### config.mk
export PLATFORM = sky130hd
export DESIGN_NAME = regfile_sb
export DESIGN_NICKNAME = d
export VERILOG_FILES = /design/src/rtl/regfile_sb_pkg.sv /design/src/rtl/dec5e.sv /design/src/rtl/regfile_sb.sv
export SDC_FILE = /design/constraint.sdc
export NUM_CORES = 2
export LEC_CHECK = 0
export BUFFER_PORTS_ARGS = -buffer_cell sky130_fd_sc_hd__buf_2
export CAP_MARGIN = 40
export CORE_MARGIN = 2
export CORE_UTILIZATION = 50
export CTS_CLUSTER_DIAMETER = 60
export CTS_CLUSTER_SIZE = 20
export DETAILED_ROUTE_END_ITERATION = 16
export PLACE_DENSITY_LB_ADDON = 0.3
export SYNTH_ARGS = -nofsm -noshare
export SYNTH_HDL_FRONTEND = slang
export SYNTH_SLANG_ARGS = --single-unit
export TNS_END_PERCENT = 100
### constraint.sdc
create_clock -name clk -period 6.45 [get_ports clk]
set_input_delay 0.645 -clock clk [delete_from_list [all_inputs] [get_ports clk]]
set_output_delay 0.645 -clock clk [all_outputs]
set_load 0.1 [all_outputs]
### src/rtl/regfile_sb_pkg.sv
// Shared types and sizes for the scoreboarded register file.
package regfile_sb_pkg;
    localparam int NREG = 32;
    localparam int RNW  = 5;

    typedef logic [RNW-1:0]  regnum_t;
    typedef logic [NREG-1:0] onehot_t;
endpackage

### src/rtl/dec5e.sv
// 5-to-32 decoder with enable; all outputs low when ena is low.
module dec5e
    import regfile_sb_pkg::*;
(
    input  regnum_t n,
    input  logic    ena,
    output onehot_t e
);
    always_comb begin
        e = '0;
        if (ena) begin
            e[n] = 1'b1;
        end
    end
endmodule

### src/rtl/regfile_sb.sv
// 32-entry register file with two forwarding read ports, one write port
// and a per-register busy scoreboard driving the issue-stage stall.
module regfile_sb
    import regfile_sb_pkg::*;
#(
    parameter int DW  = 32,
    parameter int FWD = 1
) (
    input  logic          clk,
    input  logic          clrn,
    input  logic [4:0]    rna,
    input  logic [4:0]    rnb,
    output logic [DW-1:0] qa,
    output logic [DW-1:0] qb,
    input  logic          we,
    input  logic [4:0]    wn,
    input  logic [DW-1:0] d,
    input  logic          iss_v,
    input  logic [4:0]    iss_wn,
    input  logic          use_a,
    input  logic          use_b,
    output logic          stall,
    output logic [31:0]   busy
);
    logic [DW-1:0] regs_q [NREG];
    onehot_t       busy_q;
    onehot_t       busy_d;
    onehot_t       wen;
    onehot_t       sset_raw;
    onehot_t       sset;
    onehot_t       ebusy;
    logic          iss_ok;

    dec5e u_dec_wr (
        .n   (wn),
        .ena (we),
        .e   (wen)
    );

    assign iss_ok = iss_v & ~stall;

    dec5e u_dec_iss (
        .n   (iss_wn),
        .ena (iss_ok),
        .e   (sset_raw)
    );

    assign sset = {sset_raw[NREG-1:1], 1'b0};

    // A write finishing this cycle frees its register for the issuing instruction.
    assign ebusy = busy_q & ~wen;

    always_comb begin
        stall = 1'b0;
        if (iss_v) begin
            stall = (use_a & ebusy[rna]) | (use_b & ebusy[rnb]) | ebusy[iss_wn];
        end
    end

    // Set wins over clear: the issuing instruction is younger than the writeback.
    assign busy_d = ebusy | sset;
    assign busy   = busy_q;

    always_ff @(posedge clk or negedge clrn) begin
        if (!clrn) begin
            busy_q <= '0;
            for (int i = 0; i < NREG; i++) begin
                regs_q[i] <= '0;
            end
        end else begin
            busy_q <= busy_d;
            for (int i = 1; i < NREG; i++) begin
                if (wen[i]) begin
                    regs_q[i] <= d;
                end
            end
        end
    end

    always_comb begin
        qa = '0;
        if (rna != '0) begin
            if ((FWD != 0) && we && (wn == rna)) begin
                qa = d;
            end else begin
                qa = regs_q[rna];
            end
        end
    end

    always_comb begin
        qb = '0;
        if (rnb != '0) begin
            if ((FWD != 0) && we && (wn == rnb)) begin
                qb = d;
            end else begin
                qb = regs_q[rnb];
            end
        end
    end
endmodule
==> flow_metrics.tcl <==
set metrics [dict create \
    postCtsSetupRepairBufs 0 \
    cp_cell_sequence "buf_8 > buf_4 > mux4_2 > mux2i_1 > a2111oi_0 > a21oi_1 > a211oi_1 > buf_2" \
    regToRegSetupSlack_ns 3.64 \
    synth_area_mm2 0.0560 \
    outcome "complete, but fails checks" \
    worst_slew_pin_slew_ns 0.960 \
    synth_top_area_cell "dfrtp_1" \
    clock_skew_ns 0.0137 \
    final_nets 3792 \
    start_util 0.505 \
    grt_max_degree 174 \
    period_share 0.770 \
    rsz0062_at_grt "false" \
    max_stage_delay_ns 0.90 \
    vias 36100 \
    yosysWarningCount 32 \
    antenna_found_initial 2 \
    grt_pass1_vias 36700 \
    netlist_instances 3796 \
    grt.overflow.total 0 \
    startpoint_type "input pin" \
    endpoint_kind "primary output" \
    setup_violations 0 \
    power_per_cell_area_mw_per_mm2 315 \
    slew_viol_final 0 \
    ant_nets 0 \
    clkTransAtPathRegs_ns 0.07 \
    synth_ff_type "dfrtp_1" \
    place_hpwl_mm 95.8 \
    cts_resized 0 \
    finalSetupTns_ns 0 \
    hold_violations 15 \
    fp.dieW_um 339 \
    synth-edff-count 0 \
    track_usage 0.285 \
    drt-initial-drc-count 3415 \
    rows 122 \
    critPathBufInv 3 \
    place_congestion 0.906 \
    avgSynthCellArea_um2 14.8 \
    maxCapViolations 0 \
    ir_drop_mv 0.263 \
    fmax_mhz 201 \
    synthTopCellsByArea "dfrtp_1 (46%), mux4_2 (22%), mux2_2 (21%)" \
    route.detailed.drc 0 \
    finalWorstSetupSlack_ns 1.48 \
    ys_ff_latch 1024 \
    coreArea_mm2 0.111 \
    clock_latency_ns 0.68 \
    area_growth_pct 9.81 \
    dr.pass1.iters 7 \
    post-place-ws_ns 1.54 \
    drive_above_1_share 0.538 \
    worstPathRequired_ns 5.80 \
    viasPerCell 6.84 \
    wl_per_cell_um 30.8 \
    wl_mm 163 \
    die_h_um 339 \
    layout_min_cycle_time_ns 4.97 \
    cts_tree "done" \
    maxSlewHeadroom 0.344 \
    root_buffer "clkbuf_16" \
    slowest_stage "a2111oi_0" \
    cp_top_family "buffers and inverters" \
    cp_num_cells 8 \
    grt_first_pass_wirelength_mm 245 \
    yosysSeqAreaShare 0.457 \
    power_w 0.0194 \
    synthArstFlopShare 1.00 \
    port_buffers 154 \
    ctsHoldBuffers 0 \
    syn_nets 3854 \
    ctsHtreeMaxLevel 3 \
    numCtsBuffers 82 \
    ios 155 \
    path_class "input pin to primary output" \
    leakagePower_nw 26.2 \
    min_path_type "input pin to async pin" \
    crit_arrival_ns 4.32 \
    cp_max_fo 57 \
    clkSinkCount 1024 \
    clk_path_buf_depth 3 \
    yosysTopAreaCellShare 0.457 \
    reg2regPathDepth 8 \
    dieArea_mm2 0.115 \
    final.fill_count 8807 \
    violations "negative hold slack" \
    synth_cell_types 65 \
    timing.hold.ws_ns -0.00849 \
]
## cells by family (layout without fill, tap and decap cells)
kind of cell    after synthesis  after routing  share of synthesized area
compound gates              326            326                     0.0431
xor+xnor                     10             10                    0.00156
buf+inv                     427            427                     0.0298
flops                      1024           1024                      0.457
mux                        1651           1651                      0.440
other cells                   0              1                          0
simple gates                358            358                     0.0283
## registers in the layout (all words and copies together), names as in the netlist
name	count
busy	32
regs_q	992
## power breakdown
group          switching (W)  total [W]  leakage, nW  internal (W)
logic                0.00282    0.00539         11.8       0.00258
clock network        0.00274    0.00535         1.36       0.00261
registers           0.000933    0.00862         13.1       0.00769
## stage by stage
step / area (um^2) / util / hold WS, ns / std cells
floorplan: 56000 / - / 0.349 / 3796
global placement: 58100 / 0.524 / 0.472 / 5107
detailed placement: 58700 / 0.529 / 0.480 / 5137
CTS: 61500 / 0.554 / 0.00285 / 5283
global route: 61500 / 0.554 / 0.0509 / 5284
finish: 61500 / 0.554 / -0.00849 / 5285
## cells in the mapped netlist, drive strengths merged (33+ instances only)
cell type  instances
clkbuf           296
mux4             546
mux2i             76
a21oi             68
nor2             157
a221oi            33
o21ai             39
nand2            126
o41ai             34
buf              128
dfrtp           1024
a211oi            36
mux2            1029
## routing by layer
| layer | part of all wire | vias to the layer above | track usage |
|---|---|---|---|
| li1 | - | 14600 | - |
| met1 | 0.42 | 19600 | 0.402 |
| met2 | 0.48 | 1589 | 0.454 |
| met3 | 0.070 | 315 | 0.0425 |
| met4 | 0.035 | 2 | 0.102 |
| met5 | 0.000043 | - | 0 |
## path summary, 6_finish.rpt
path / endpoint / startpoint
hold reg to reg: regs_q[794] / regs_q[794]
hold / removal: busy[22] / clrn
max in group asynchronous: regs_q[114] / clrn
setup / recovery: qb[17] / rnb[0]
min in group clk: regs_q[779] / d[11]
setup reg to reg: busy[29] / busy[26]
## layout make-up
| cell class | instances | area [um^2] | share of cell area |
|---|---|---|---|
| Clock inverter | 55 | 616 | 0.0100 |
| Multi-Input combinational cell | 2345 | 29000 | 0.471 |
| Timing Repair Buffer | 278 | 2280 | 0.0370 |
| Antenna cell | 1 | 2.50 | 0.0000407 |
| Inverter | 3 | 11.3 | 0.000183 |
| Sequential cell | 1024 | 25600 | 0.416 |
| Clock buffer | 91 | 2170 | 0.0352 |
| Tap cell | 1488 | 1860 | 0.0303 |
## cell usage in the layout (no fill, tap or decap), types with 68 or more instances in the layout
cell type,n
buf_4,86
nor2_1,136
mux2i_1,76
mux4_2,546
clkbuf_16,84
mux2_2,1029
a21oi_1,68
dfrtp_1,1024
nand2_1,116
buf_2,143
Power figures use the tool's default switching activity.
